### src/rtl/sum_n.sv
// Moving-window signed adder: out is the sum of the last TAPS accepted samples,
// kept as a running accumulator. Optional output clamping via SUM_N_SAT_EN.
module sum_n #(
    parameter int WIDTH     = 8,
    parameter int TAPS      = 3,
    parameter int OUT_WIDTH = 10
) (
    input  logic                        clk,
    input  logic                        rst,
    input  logic                        en,
    input  logic                        clr,
    input  logic        [WIDTH-1:0]     in,
    output logic signed [OUT_WIDTH-1:0] out,
    output logic                        out_valid,
    output logic                        sat
);

    localparam int ACC_W  = WIDTH + $clog2(TAPS);
    localparam int FILL_W = $clog2(TAPS + 1);
    localparam logic [FILL_W-1:0] FILL_FULL = FILL_W'(TAPS);

    if (TAPS < 2) begin : g_bad_taps
        $error("sum_n: TAPS must be at least 2");
    end
    if (OUT_WIDTH < WIDTH) begin : g_bad_out_width
        $error("sum_n: OUT_WIDTH must be at least WIDTH");
    end

    logic signed [WIDTH-1:0]     line_r [TAPS];
    logic signed [ACC_W-1:0]     acc_r;
    logic signed [ACC_W-1:0]     acc_nxt_s;
    logic signed [ACC_W-1:0]     in_ext_s;
    logic signed [ACC_W-1:0]     old_ext_s;
    logic        [FILL_W-1:0]    fill_r;
    logic        [FILL_W-1:0]    fill_nxt_s;
    logic signed [OUT_WIDTH-1:0] out_r;
    logic signed [OUT_WIDTH-1:0] out_nxt_s;
    logic                        valid_r;
    logic                        sat_r;
    logic                        ovf_s;

    assign in_ext_s  = {{(ACC_W-WIDTH){in[WIDTH-1]}}, in};
    assign old_ext_s = {{(ACC_W-WIDTH){line_r[TAPS-1][WIDTH-1]}}, line_r[TAPS-1]};

    // Next accumulator and saturating fill count for an accepted sample
    always_comb begin
        acc_nxt_s  = acc_r + in_ext_s - old_ext_s;
        fill_nxt_s = fill_r;
        if (fill_r == FILL_FULL) begin
            fill_nxt_s = fill_r;
        end else begin
            fill_nxt_s = fill_r + FILL_W'(1);
        end
    end

    if (OUT_WIDTH >= ACC_W) begin : g_wide
        // Output is wide enough: plain sign extension, never overflows
        always_comb begin
            out_nxt_s = OUT_WIDTH'(acc_nxt_s);
            ovf_s     = 1'b0;
        end
    end else begin : g_narrow
`ifdef SUM_N_SAT_EN
        localparam logic signed [ACC_W-1:0] OUT_HI =
            {{(ACC_W-OUT_WIDTH+1){1'b0}}, {(OUT_WIDTH-1){1'b1}}};
        localparam logic signed [ACC_W-1:0] OUT_LO =
            {{(ACC_W-OUT_WIDTH+1){1'b1}}, {(OUT_WIDTH-1){1'b0}}};

        // Clamp the accumulator into the output range and flag when clamped
        always_comb begin
            out_nxt_s = OUT_WIDTH'(acc_nxt_s);
            ovf_s     = 1'b0;
            if (acc_nxt_s > OUT_HI) begin
                out_nxt_s = {1'b0, {(OUT_WIDTH-1){1'b1}}};
                ovf_s     = 1'b1;
            end else if (acc_nxt_s < OUT_LO) begin
                out_nxt_s = {1'b1, {(OUT_WIDTH-1){1'b0}}};
                ovf_s     = 1'b1;
            end else begin
                out_nxt_s = OUT_WIDTH'(acc_nxt_s);
                ovf_s     = 1'b0;
            end
        end
`else
        // Keep the low bits only; the accumulator itself stays exact
        always_comb begin
            out_nxt_s = OUT_WIDTH'(acc_nxt_s);
            ovf_s     = 1'b0;
        end
`endif
    end

    // Delay line, accumulator, fill count and registered outputs
    always_ff @(posedge clk or negedge rst) begin
        if (!rst) begin
            for (int k = 0; k < TAPS; k++) begin
                line_r[k] <= '0;
            end
            acc_r   <= '0;
            fill_r  <= '0;
            out_r   <= '0;
            valid_r <= 1'b0;
            sat_r   <= 1'b0;
        end else if (clr) begin
            for (int k = 0; k < TAPS; k++) begin
                line_r[k] <= '0;
            end
            acc_r   <= '0;
            fill_r  <= '0;
            out_r   <= '0;
            valid_r <= 1'b0;
            sat_r   <= 1'b0;
        end else if (en) begin
            line_r[0] <= in;
            for (int k = 1; k < TAPS; k++) begin
                line_r[k] <= line_r[k-1];
            end
            acc_r   <= acc_nxt_s;
            fill_r  <= fill_nxt_s;
            out_r   <= out_nxt_s;
            valid_r <= (fill_nxt_s == FILL_FULL);
            sat_r   <= ovf_s;
        end
    end

    assign out       = out_r;
    assign out_valid = valid_r;
    assign sat       = sat_r;

endmodule
### config.mk
export PLATFORM = sky130hd
export DESIGN_NAME = sum_n
export DESIGN_NICKNAME = d
export VERILOG_FILES = /design/src/rtl/sum_n.sv
export SDC_FILE = /design/constraint.sdc
export NUM_CORES = 1
export LEC_CHECK = 0
export BUFFER_PORTS_ARGS = -buffer_cell sky130_fd_sc_hd__buf_2
export CORE_MARGIN = 5
export CORE_UTILIZATION = 55
export DETAILED_ROUTE_END_ITERATION = 12
export PLACE_DENSITY = 0.79
export SLEW_MARGIN = 20
export SYNTH_ARGS = -nofsm -noshare
export SYNTH_HDL_FRONTEND = slang
export SYNTH_SLANG_ARGS = --single-unit
### constraint.sdc
create_clock -name clk -period 8.6 [get_ports clk]
set_input_delay 0.43 -clock clk [delete_from_list [all_inputs] [get_ports clk]]
set_output_delay 0.43 -clock clk [all_outputs]
set_load 0.02 [all_outputs]
### Word-level counts from Yosys, hierarchy flattened

Index checks and enable logic that the tools add are counted.

* add/subtract/negate cells: 3
* equality and inequality tests: 2
* muxes and demuxes: 11
* reductions and logical operators: 1

Operators by type and width (count)
* 24-bit two-way mux: 2
* 10-bit two-way mux: 2
* 10-bit by 8-bit adder with 10-bit output: 1
* 10-bit by 8-bit subtractor with 10-bit output: 1
* 2-bit two-way mux: 3
* 2-bit equality test, second input constant: 2
* 1-bit two-way mux: 4
* 2-bit by 1-bit adder with 2-bit output, second input constant: 1
* 2-bit nonzero test: 1

* register bits: 38
* output and inout port bits: 12
* word-level logic and storage cells: 24

### Depth between registers and ports, before layout

Gate-level depths: netlist of run 1.

* depth after elaboration: 5
* mapped depth: 11
* depth with buffers taken out: 11

### Least setup slack after synthesis of run 1

No wires, ideal clock.

* path kind: register to register
* start point: reg, netlist name out[1]
* end point: reg out_r[9], in the netlist out[9]
* setup time: 0.125 ns
* data arrival time: 2.853 ns
* required time: 8.475 ns
* slack: 5.622 ns
* cell stages (with the launch flop): 11
* buffers on the path: 0
* clock period less this slack: 2.978 ns
* path through: dfrtp_1 > inv_1 > fa_1 > inv_1 > ha_1 > a21oi_2 > o22ai_2 > a311o_2 > a31oi_2 > mux2_4 > mux2_4

RTL lines
* to (signal assigned): line 120 `out_r <= out_nxt_s;`
* to (decl): line 36 `logic signed [OUT_WIDTH-1:0] out_r;`

==> out/qor.yml, run 1 <==
via_per_inst: 5.07
synth_cells: 216
final_common_cell: "nor2_1"
period_share_pct: 35.1
antenna_found_initial: 0
p_per_area_nw_per_um2: 253
grt_pass1_vias: 1480
max_slew_margin_pct: 29.2
cts_max_level: 2
nets: 267
die_w_um: 73.2
vdd_drop_max_mv: 0.149
coreArea_um2: 3940
ys_types: 34
grt_max_degree: 43
drive_gt1_share_pct: 16.5
ff_latch_area_um2: 926
end_kind: "flop"
clock_skew_ns: 0.00691
power_frac_seq_pct: 33.4
cts_sinks: 37
outcome: "finished clean"
slowest_stage: "fa_1"
portBuffers: 22
worstSetupPathType: "flop to flop"
yosys.area.top_type: "dfrtp_1"
synth_area_leaders: "dfrtp_1 (42%), mux2i_1 (14%), fa_1 (8.2%)"
path_clk_slew_ns: 0.08
hp-class: "input port to asynchronous set/reset pin"
grt_pass1_wl_mm: 7.00
netSwitchingFraction_pct: 36.6
comb_power_share_pct: 41.9
leakage_uw: 0.00131
dieArea_um2: 5350
ctsHoldBuffers: 0
pwr-share-clk_pct: 24.7
ys_warn_count: 0
cp_top_family: "compound AO/OA/AOI/OAI gates"
numCtsBuffers: 5
internal_power_uw: 391
cts_tree: "yes"
dr_total_vias: 1451
initial_core_util_pct: 55.7
crit_buf_inv: 2
first_iter_violations: 58
whs_ns: 0.222
synthFlopType: "dfrtp_1"
fmax_ghz: 0.331
drv_slew: 0
period_minus_slack_ns: 3.02
mostFrequentLayoutCells: "nor2_1 (41), dfrtp_1 (37), inv_1 (36)"
post_cts_buffers: 0
synth_edf_count: 0
ios: 24
cts_buffer_depth: 2
dp_hpwl_mm: 2.75
finalInstanceArea_um2: 2440
async_reset_ff_share_pct: 100
dpl_cell_area_um2: 2320
core.rowCount: 23
cp.required_ns: 8.78
mappedNetlistNets: 248
drv_cap: 0
path_max_fanout: 3
syn_area_um2: 2190
root_buffer: "clkbuf_8"
antennaDiodeCount: 0
firstDrtPassIters: 4
tightest_slew_ns: 1.06
max_stage_delay_ns: 0.50
synth-seq-cells: 37
finalSetupViolCount: 0
clkLatencyLatePin_ns: 0.29
seq_area_frac_synth_pct: 42.2
finalWeightedCongestion: 0.784
hold_viol: 0
finalSetupTns_ns: 0
n_fill_cell: 327
drt-total-wl_mm: 3.87
rsz0062_at_grt: "false"
netlist.area_leader.share_pct: 42.2
post_drt_wl_per_cell_um: 13.5
startpoint_type: "flop"
drc: 0
area_growth_pct: 11.1
cp.arrival_ns: 3.20
p_sw_uw: 226
antenna_left: 0
multi_input_area_um2: 1090
gr-usage-all-layers_pct: 16.9
avgSynthCellArea_um2: 10.2
path_cells: "inv_1 -> fa_1 -> inv_1 -> ha_1 -> a21oi_2 -> o22ai_2 -> a311o_2 -> a31oi_2 -> mux2_4 -> mux2_4"
grt_remaining_overflow: 0
cts_resized: 0
die_h_um: 73.2
[cells by family after synthesis]
group	after synthesis	synth area share, %
other	1	0.171
XOR/XNOR	7	2.79
flip-flops	37	42.2
multiplexers	32	15.1
AND/OR/NAND/NOR	53	10.1
adder cells (fa/ha/maj)	20	14.5
buffers and inverters	46	8.21
AO/OA/AOI/OAI	20	7.01
[synth_stat cells, types with 2 or more instances]
cell type / count
inv_1: 36
ha_1: 11
a21oi_2: 2
o21ai_0: 2
fa_1: 9
clkbuf_1: 5
buf_2: 3
mux2_4: 2
a21o_1: 2
a21oi_1: 4
nor3_1: 2
dfrtp_1: 37
mux2i_1: 30
xor2_1: 3
xnor2_1: 4
nand2_1: 3
nor2_1: 41
nor2b_1: 3
a211oi_1: 2
[metrics by stage]
step	utilization (%)	setup WS, ns	std cells	power, uW
after floorplan	-	5.62	216	409
after global placement	58.9	5.50	278	455
after detailed placement	58.9	5.43	278	467
after CTS	61.8	5.59	286	621
after global routing	61.8	5.49	286	664
final	61.8	5.58	286	617
[final cells by class]
cell class | count | share of cell area, %
flip-flops and latches | 37 | 38.0
clock buffers | 5 | 2.82
multi-input cells | 133 | 44.7
repair buffers | 22 | 4.52
inverters | 36 | 5.54
well taps | 50 | 2.57
clock inverters | 3 | 1.90
[power by group through the flow]
stage | clock network [uW] | registers (uW) | logic, uW
final | 152 | 206 | 259
after global routing | 163 | 209 | 291
after CTS | 155 | 206 | 260
after detailed placement | 0 | 209 | 258
after global placement | 0 | 209 | 246
after floorplan | 0 | 225 | 184
[sequential cells by signal, summed over array words and instances, names as in the netlist]
| signal | flops |
|---|---|
| out_valid | 1 |
| line_r | 24 |
| fill_r | 2 |
| out | 10 |
[layer usage]
metal,track usage [%],up-vias,share of wire [%]
li1,-,732,-
met2,25.9,26,46
met5,0,-,0
met1,22.9,689,48
met4,5.74,0,1.1
met3,4.82,4,4.6
[worst paths after layout]
| kind | from | end | slack [ns] | cells after the start |
|---|---|---|---|---|
| max | out[1]$_DFFE_PN0P_ | out[9]$_DFFE_PN0P_ | 5.58 | 10 |
| min | rst | line_r[9]$_DFFE_PN0P_ | 0.22 | 1 |
| max reg2reg | out[1]$_DFFE_PN0P_ | out[9]$_DFFE_PN0P_ | 5.58 | 10 |
| min reg2reg | out_valid$_DFFE_PN0P_ | out_valid$_DFFE_PN0P_ | 0.52 | 2 |
| max in group asynchronous | rst | line_r[22]$_DFFE_PN0P_ | 7.87 | 1 |
| min in group clk | in[2] | line_r[18]$_DFFE_PN0P_ | 0.41 | 3 |
[worst register-to-register path, stage by stage (launching register included)]
cell and delay [ns]:
dfrtp_1 0.38, inv_1 0.07, fa_1 0.50, inv_1 0.07, ha_1 0.30, a21oi_2 0.20
o22ai_2 0.12, a311o_2 0.43, a31oi_2 0.22, mux2_4 0.32, mux2_4 0.29
Power figures use the tool's default switching activity.
==> run 2, diff against run 1 <==
--- a/config.mk
+++ b/config.mk
@@ -7,9 +7,9 @@
 export LEC_CHECK = 0
 export BUFFER_PORTS_ARGS = -buffer_cell sky130_fd_sc_hd__buf_2
 export CORE_MARGIN = 5
-export CORE_UTILIZATION = 55
+export CORE_UTILIZATION = 53
 export DETAILED_ROUTE_END_ITERATION = 12
-export PLACE_DENSITY = 0.79
+export PLACE_DENSITY = 0.8
 export SLEW_MARGIN = 20
 export SYNTH_ARGS = -nofsm -noshare
 export SYNTH_HDL_FRONTEND = slang
==> constraint.sdc (replaced) <==
create_clock -name clk -period 2.6 [get_ports clk]
set_input_delay 0.13 -clock clk [delete_from_list [all_inputs] [get_ports clk]]
set_output_delay 0.13 -clock clk [all_outputs]
set_load 0.02 [all_outputs]
==> out/qor.yml, run 2 (same netlist as run 1, synthesis figures left out) <==
setup_slack_ns: -0.0712
whs_ns: 0.0923
timing.reg2reg.setup_slack_ns: -0.07
worstSetupPathType: "flop to flop"
r2r_start: "out[5]$_DFFE_PN0P_"
vdd_drop_max_mv: 0.719
first_iter_violations: 81
grt_pass1_vias: 1550
rsz0062_at_grt: "true"
holdCritStartpoint: "in[2]"
clkLatencyLatePin_ns: 0.30
ios: 24
period_share_pct: 103
final_core_util_pct: 67.9
cp.arrival_ns: 2.86
drive_gt1_share_pct: 33.6
drv_slew: 0
cts_buffer_depth: 2
root_buffer: "clkbuf_8"
drv_cap: 0
fmax_ghz: 0.374
slowest_stage: "fa_1"
hp-class: "input port to flop"
leakage_uw: 0.00140
cts_max_level: 2
antenna_left: 0
dieArea_um2: 5530
final_common_cell: "nor2_1"
grt_pass1_wl_mm: 7.12
startpoint_type: "flop"
grt_max_degree: 42
tightest_slew_ns: 0.818
finalSetupViolCount: 1
finalWeightedCongestion: 0.821
dr_total_vias: 1559
largest_register_ffs: 24
clock_skew_ns: 0.00282
area_growth_pct: 23.8
post_drt_wl_per_cell_um: 13.6
dpl_cell_area_um2: 2500
core.rowCount: 23
end_kind: "flop"
hold_viol: 0
path_clk_slew_ns: 0.08
drt-total-wl_mm: 4.16
cp.required_ns: 2.78
finalInstanceArea_um2: 2720
coreArea_um2: 4000
via_per_inst: 5.09
violations: "setup timing"
antenna_found_initial: 0
firstDrtPassIters: 4
gr-usage-all-layers_pct: 17.3
initial_core_util_pct: 54.9
path_cells: "inv_2 -> fa_1 -> inv_2 -> ha_4 -> buf_4 -> a311o_2 -> a31oi_4 -> mux2_4 -> mux2_4"
startpoint: "out[5]$_DFFE_PN0P_"
max_slew_margin_pct: 45.4
finalSetupTns_ns: -0.0712
dp_hpwl_mm: 2.87
period_minus_slack_ns: 2.67
path_max_fanout: 5
antennaDiodeCount: 0
p_per_area_nw_per_um2: 899
die_h_um: 74.4
mostFrequentLayoutCells: "nor2_1 (41), dfrtp_1 (31), mux2i_1 (30)"
place_ws_ns: -0.111
cts_sinks: 37
cts_tree: "yes"
drc: 0
die_w_um: 74.4
grt_remaining_overflow: 0
numCtsBuffers: 5
portBuffers: 22
max_stage_delay_ns: 0.55
nets: 287
outcome: "complete, but fails checks"
top_register: "line_r"
-- run 2: changes by cell type in the layout (fill, tap and decap cells not counted), sizes merged --
| cell | previous run | this run |
|---|---|---|
| buf | 22 | 41 |
| dlygate4sd3 | 0 | 1 |
-- run 2: worst max-delay path, delay by kind of cell (launching register included) --
| kind | cells | cell delay [ns] |
|---|---|---|
| adders and majority gates | 2 | 0.76 |
| muxes | 2 | 0.61 |
| AOI/OAI and AO/OA | 2 | 0.57 |
| DFF | 1 | 0.37 |
| buffers and inverters | 3 | 0.25 |
-- run 2: worst paths after layout --
kind	depth (start not counted)	end
worst max-delay path	9	out[9]$_DFFE_PN0P_
min in group asynchronous	2	line_r[16]$_DFFE_PN0P_
worst max register to register	9	out[9]$_DFFE_PN0P_
max in group asynchronous	2	out[6]$_DFFE_PN0P_
worst min register to register	2	line_r[13]$_DFFE_PN0P_
worst min-delay path	3	line_r[18]$_DFFE_PN0P_
-- run 2: where the power goes --
group	internal, uW	switching [uW]	total [uW]
clock	287	219	506
sequential	642	42.2	684
combinational	623	629	1250
total	1550	891	2440
-- run 2: metal layers --
metal | GRT usage, % | up-vias | wire (um) | share of wire (%)
met3 | 5.54 | 6 | 156 | 3.8
met5 | 0 | - | 0 | 0
met2 | 26.8 | 21 | 2010 | 48
met4 | 6.72 | 0 | 58 | 1.4
met1 | 22.9 | 764 | 1930 | 47
li1 | - | 768 | - | -
-- run 2: final cells by class --
type,instances,area [um2]
fillers,296,1280
multi-input cells,133,1200
flip-flops and latches,37,933
repair buffers,42,267
inverters,36,135
clock buffers,5,68.8
well taps,50,62.6
clock inverters,3,46.3
-- run 2: metrics by stage --
step | total power (uW) | cells
4_1_cts | 2370 | 304
3_5_place_dp | 1770 | 291
6_report | 2440 | 306
2_1_floorplan | 1440 | 216
3_3_place_gp | 1730 | 291
5_1_grt | 2620 | 306
-- run 2: repair_timing --
| item | CTS | global route |
|---|---|---|
| resized for setup | 6 | 9 |
| hold buffers | 1 | 0 |
| hold endpoints to repair | 37 | 0 |
| endpoints found under the setup margin | 3 | 4 |
| gates cloned | 0 | 0 |
| pin swaps | 9 | 8 |
| buffers inserted | 4 | 2 |
